$ cat src/rtl/vga_timing_gen.sv
// ---------------------------------------------------------------------------
// vga_timing_gen
//
// Purpose : 640x480@60 Hz VGA raster generator. Free-running pixel/line
//           counters for the pixel sources, and sync/blank strobes that are
//           delayed to line up with RGB coming out of registered-ROM paths.
//
// Ports   :
//   vga_clk      in   pixel clock (single clock domain)
//   reset_n      in   asynchronous, active-low reset
//   hcount       out  [9:0] horizontal position, 0..H_TOTAL-1 (undelayed)
//   vcount       out  [9:0] vertical position, 0..V_TOTAL-1 (undelayed)
//   active       out  high inside the visible area (undelayed)
//   frame_start  out  high while (hcount,vcount) = (0,0) (undelayed)
//   vga_hs       out  horizontal sync, active low, PIPE_DELAY clocks late
//   vga_vs       out  vertical sync, active low, PIPE_DELAY clocks late
//   vga_blank_n  out  low outside the visible area, PIPE_DELAY clocks late
//   frame_count  out  [15:0] completed-frame counter
//
// Build option:
//   VGA_TIMING_FRAME_CNT_EN  when defined, frame_count is a 16-bit wrapping
//                            counter of completed frames; otherwise it is
//                            tied to zero and no register is built.
// ---------------------------------------------------------------------------
module vga_timing_gen #(
    parameter int H_VISIBLE  = 640,
    parameter int H_FRONT    = 16,
    parameter int H_SYNC     = 96,
    parameter int H_BACK     = 48,
    parameter int V_VISIBLE  = 480,
    parameter int V_FRONT    = 10,
    parameter int V_SYNC     = 2,
    parameter int V_BACK     = 33,
    parameter int PIPE_DELAY = 1
) (
    input  logic        vga_clk,
    input  logic        reset_n,
    output logic [9:0]  hcount,
    output logic [9:0]  vcount,
    output logic        active,
    output logic        frame_start,
    output logic        vga_hs,
    output logic        vga_vs,
    output logic        vga_blank_n,
    output logic [15:0] frame_count
);

    localparam int H_TOTAL = H_VISIBLE + H_FRONT + H_SYNC + H_BACK;
    localparam int V_TOTAL = V_VISIBLE + V_FRONT + V_SYNC + V_BACK;

    // Decode boundaries are kept 11 bits wide so a total of exactly 1024
    // still compares correctly against the 10-bit counters.
    localparam logic [10:0] H_LAST     = 11'(H_TOTAL - 1);
    localparam logic [10:0] V_LAST     = 11'(V_TOTAL - 1);
    localparam logic [10:0] H_VIS_END  = 11'(H_VISIBLE);
    localparam logic [10:0] V_VIS_END  = 11'(V_VISIBLE);
    localparam logic [10:0] HS_START   = 11'(H_VISIBLE + H_FRONT);
    localparam logic [10:0] HS_END     = 11'(H_VISIBLE + H_FRONT + H_SYNC);
    localparam logic [10:0] VS_START   = 11'(V_VISIBLE + V_FRONT);
    localparam logic [10:0] VS_END     = 11'(V_VISIBLE + V_FRONT + V_SYNC);

    generate
        if (H_TOTAL > 1024 || V_TOTAL > 1024) begin : g_bad_total
            $error("vga_timing_gen: H_TOTAL and V_TOTAL must not exceed 1024");
        end
        if (PIPE_DELAY < 1 || PIPE_DELAY > 4) begin : g_bad_delay
            $error("vga_timing_gen: PIPE_DELAY must be in 1..4");
        end
    endgenerate

    // One delay-stage entry: the three strobes travel together.
    typedef struct packed {
        logic hs;
        logic vs;
        logic blank_n;
    } sync_t;

    localparam sync_t SYNC_IDLE = '{hs: 1'b1, vs: 1'b1, blank_n: 1'b0};

    logic [9:0]  r_hcount;
    logic [9:0]  r_vcount;
    sync_t       r_pipe [PIPE_DELAY];

    logic [10:0] w_h;
    logic [10:0] w_v;
    logic        w_h_wrap;
    logic        w_v_last;
    sync_t       w_raw;

    assign w_h      = {1'b0, r_hcount};
    assign w_v      = {1'b0, r_vcount};
    assign w_h_wrap = (w_h == H_LAST);
    assign w_v_last = (w_v == V_LAST);

    // ---------------- raster counters ----------------
    // NOTE: state registers use non-blocking assignments so every flop
    // samples pre-edge values, independent of statement order.
    always_ff @(posedge vga_clk or negedge reset_n) begin
        if (!reset_n) begin
            r_hcount <= '0;
            r_vcount <= '0;
        end else if (w_h_wrap) begin
            r_hcount <= '0;
            r_vcount <= w_v_last ? 10'd0 : r_vcount + 10'd1;
        end else begin
            r_hcount <= r_hcount + 10'd1;
        end
    end

    // ---------------- undelayed decodes ----------------
    assign active      = (w_h < H_VIS_END) && (w_v < V_VIS_END);
    assign frame_start = (r_hcount == 10'd0) && (r_vcount == 10'd0);

    assign w_raw.hs      = !((w_h >= HS_START) && (w_h < HS_END));
    assign w_raw.vs      = !((w_v >= VS_START) && (w_v < VS_END));
    assign w_raw.blank_n = active;

    // ---------------- sync/blank delay line ----------------
    // Stage 0 captures the raw decode; the last stage drives the pins.
    always_ff @(posedge vga_clk or negedge reset_n) begin
        if (!reset_n) begin
            for (int i = 0; i < PIPE_DELAY; i++) begin
                r_pipe[i] <= SYNC_IDLE;
            end
        end else begin
            r_pipe[0] <= w_raw;
            for (int i = 1; i < PIPE_DELAY; i++) begin
                r_pipe[i] <= r_pipe[i-1];
            end
        end
    end

    assign hcount      = r_hcount;
    assign vcount      = r_vcount;
    assign vga_hs      = r_pipe[PIPE_DELAY-1].hs;
    assign vga_vs      = r_pipe[PIPE_DELAY-1].vs;
    assign vga_blank_n = r_pipe[PIPE_DELAY-1].blank_n;

    // ---------------- completed-frame counter ----------------
`ifdef VGA_TIMING_FRAME_CNT_EN
    logic [15:0] r_frame_count;

    always_ff @(posedge vga_clk or negedge reset_n) begin
        if (!reset_n) begin
            r_frame_count <= '0;
        end else if (w_h_wrap && w_v_last) begin
            r_frame_count <= r_frame_count + 16'd1;
        end
    end

    assign frame_count = r_frame_count;
`else
    assign frame_count = 16'h0000;
`endif

endmodule
$ cat config.mk
export PLATFORM = sky130hd
export DESIGN_NAME = vga_timing_gen
export DESIGN_NICKNAME = d
export VERILOG_FILES = /design/src/rtl/vga_timing_gen.sv
export SDC_FILE = /design/constraint.sdc
export NUM_CORES = 1
export LEC_CHECK = 0
export ABC_AREA = 1
export CORE_MARGIN = 3
export CORE_UTILIZATION = 47
export DETAILED_ROUTE_END_ITERATION = 6
export HOLD_SLACK_MARGIN = 0.05
export PLACE_DENSITY = 0.79
export SKIP_LAST_GASP = 1
export SLEW_MARGIN = 20
export SYNTH_ARGS = -nofsm -noshare
export SYNTH_HDL_FRONTEND = slang
export SYNTH_SLANG_ARGS = --single-unit
$ cat constraint.sdc
create_clock -name vga_clk -period 1.65 [get_ports vga_clk]
set_input_delay 0.2475 -clock vga_clk [delete_from_list [all_inputs] [get_ports vga_clk]]
set_output_delay 0.2475 -clock vga_clk [all_outputs]
set_load 0.1 [all_outputs]
==> flow_summary.json <==
{
  "synth-seq-cells": 23,
  "cts_root_buffer": "clkbuf_4",
  "final_common_cell": "nand2_1",
  "globalRouteTotalUtil_pct": 19.9,
  "seq_area_frac_synth_pct": 38.7,
  "n_antenna_cell": 0,
  "rsz0062_at_grt": "true",
  "clkSinkCount": 23,
  "maxCapViolCount": 0,
  "overflow": 0,
  "die_w_um": 62.4,
  "synthesis.area_um2": 1500,
  "yosys.cell_types.count": 30,
  "timing.final.ws_setup_ps": -216,
  "die_h_um": 62.4,
  "clockBufferDepth": 2,
  "grt_max_degree": 24,
  "status": "complete, but fails checks",
  "path_class": "reg -> out",
  "fin_crit_ps": 1870,
  "worstPathRequired_ps": 1400,
  "power.density_nw_per_um2": 438,
  "portBuffers": 26,
  "synthCells": 189,
  "layout_common_cells": "nand2_1 (40), buf_12 (25), nor2_1 (19), inv_1 (18), buf_4 (17)",
  "finalCritPeriodShare_pct": 113,
  "r2r_end": "vcount[4]",
  "grt_pass1_wl_um": 6400,
  "arrival_ps": 1620,
  "drc": 0,
  "setup_violations": 2,
  "vias": 1362,
  "r2r-start": "vcount[0]",
  "ioPinCount": 43,
  "clk_pin_slew_ps": 130,
  "reg2reg_slack_ps": 130,
  "ys_warn_count": 0,
  "core_um2": 2900,
  "drt-pass1-iter-count": 4,
  "std_cell_rows": 19,
  "slew_viol_final": 0,
  "ctsHoldBuffers": 0,
  "violations": "setup timing",
  "regArea_um2": 623,
  "fin_total_pwr_w": 0.000996,
  "totalWireLength_um": 3750,
  "end_kind": "output port",
  "drtIter0Drc": 47,
  "htree_levels": 1,
  "avgSynthCellArea_um2": 7.91,
  "detail_route.wl_per_cell_um": 13.5,
  "post-place-ws_ps": 80.6,
  "ant_nets": 0,
  "max-vdd-ir-drop_mv": 0.462,
  "cp-start-kind": "flop",
  "antenna_found_initial": 0,
  "cts_tree": "built",
  "n_fill_cell": 189,
  "gp_congestion": 0.831,
  "hold_violations": 0,
  "fmax_mhz": 536,
  "clock_latency_ps": 310,
  "start_util_pct": 51.6,
  "dp_hpwl_um": 2630,
  "viasPerCell": 4.92,
  "clock_skew_ps": 15.2,
  "worstHoldPathType": "in -> async",
  "cts_buffers": 3,
  "final_layout_size_suffix_gt1_share_pct": 42.6,
  "multiInputGateArea_um2": 807,
  "final_nets": 242,
  "grt_pass1_vias": 1338,
  "area_growth_pct": 52.1,
  "reg2reg_depth": 8,
  "crit_fanout": 3,
  "p_leak_nw": 1.10,
  "dieArea_um2": 3890
}
==> area by class of cell <==
cell class | instances | share of cell area, %
Timing Repair Buffer | 44 | 28.6
Inverter | 27 | 5.06
Multi-Input combinational cell | 137 | 35.5
Tap cell | 42 | 2.31
Sequential cell | 23 | 27.4
Clock buffer | 4 | 1.16
==> cells in the mapped netlist <==
master,n,share of area (%)
nand3_2,3,2.0
ha_1,4,3.3
o211ai_1,1,0.50
nand3_4,1,1.2
nor2_2,5,2.1
nand4_1,5,2.1
nand4_4,1,1.4
o21ai_1,2,0.67
conb_1,1,0.25
a21oi_1,3,1.0
inv_1,22,5.5
xor2_1,8,4.7
clkinv_2,1,0.33
buf_4,16,8.0
dfrtp_1,21,35
nand3_1,10,3.3
clkinv_4,1,0.59
o21ai_0,3,1.0
nor4_1,2,0.84
nand2_2,1,0.42
nor2_1,21,5.3
nand2_1,41,10
buf_2,1,0.33
inv_2,3,0.75
nor3b_1,1,0.50
nor2_4,3,2.3
nor3_1,2,0.67
dfstp_2,2,3.5
a31oi_1,1,0.42
nand3b_1,3,1.5
==> layer usage <==
| metal | up-vias | track usage (%) | wire length, um |
|---|---|---|---|
| met1 | 653 | 25.7 | 1560 |
| met2 | 50 | 35.3 | 1930 |
| met3 | 2 | 3.24 | 233 |
| met4 | 0 | 3.86 | 26 |
| li1 | 657 | - | - |
| met5 | - | 0 | 0 |
==> timing repair <==
action / CTS / global route
hold endpoints to repair: 0 / 0
buffers inserted: 7 / 3
gates resized for setup: 7 / 3
endpoints found under the setup margin: 2 / 3
pin swaps: 2 / 2
==> worst max-delay path, stage by stage, from the launching register on <==
cell and delay, ps:
dfrtp_4 510, inv_4 80, ha_4 120, inv_2 40, nor3b_2 170, nand3_2 100, nor2_4 120, buf_12 180
==> metrics by stage <==
stage	TNS [ps]	util [%]	std cells	instance area, um2	hold WS [ps]
2_1_floorplan	-1320	-	204	1640	-48.1
4_1_cts	-424	77.1	274	2240	297
6_report	-385	78.4	277	2270	276
3_5_place_dp	0	73.5	263	2130	520
5_1_grt	-575	78.4	277	2270	309
3_3_place_gp	0	73.5	263	2130	517
==> cells by family (layout without fill, tap and decap cells) <==
logic type	Yosys count	count (layout)	share of synthesized area [%]
adders and majority gates	4	4	3.35
buffers and inverters	44	75	15.6
DFF	23	23	38.7
AOI/OAI and AO/OA	10	10	3.60
other	1	16	0.251
and+or+nand+nor	99	99	33.9
xor gates and xnor gates	8	8	4.69
==> state kept, by name, indices dropped and copies added (netlist names) <==
signal,count
hcount,10
vcount,10
vga_blank_n,1
vga_hs,1
vga_vs,1
==> worst max-delay path by stage <==
stage,start,to,slack [ps],cells after the start
floorplan,vcount[8],active,-520,3
global placement,vcount[1],frame_start,90,7
detailed placement,vcount[1],frame_start,80,7
CTS,vcount[0],frame_start,-220,7
global route,vcount[1],frame_start,-360,7
finish,vcount[1],frame_start,-220,7
==> report_power, final <==
group | leakage, nW | internal, W | switching, W
Sequential | 0.263 | 0.000563 | 0
Combinational | 0.817 | 0.00000364 | 0.000169
Clock | 0.0150 | 0.0000944 | 0.000165
Total | 1.10 | 0.000661 | 0.000334
Note: power is estimated with default switching activity, not from simulation.
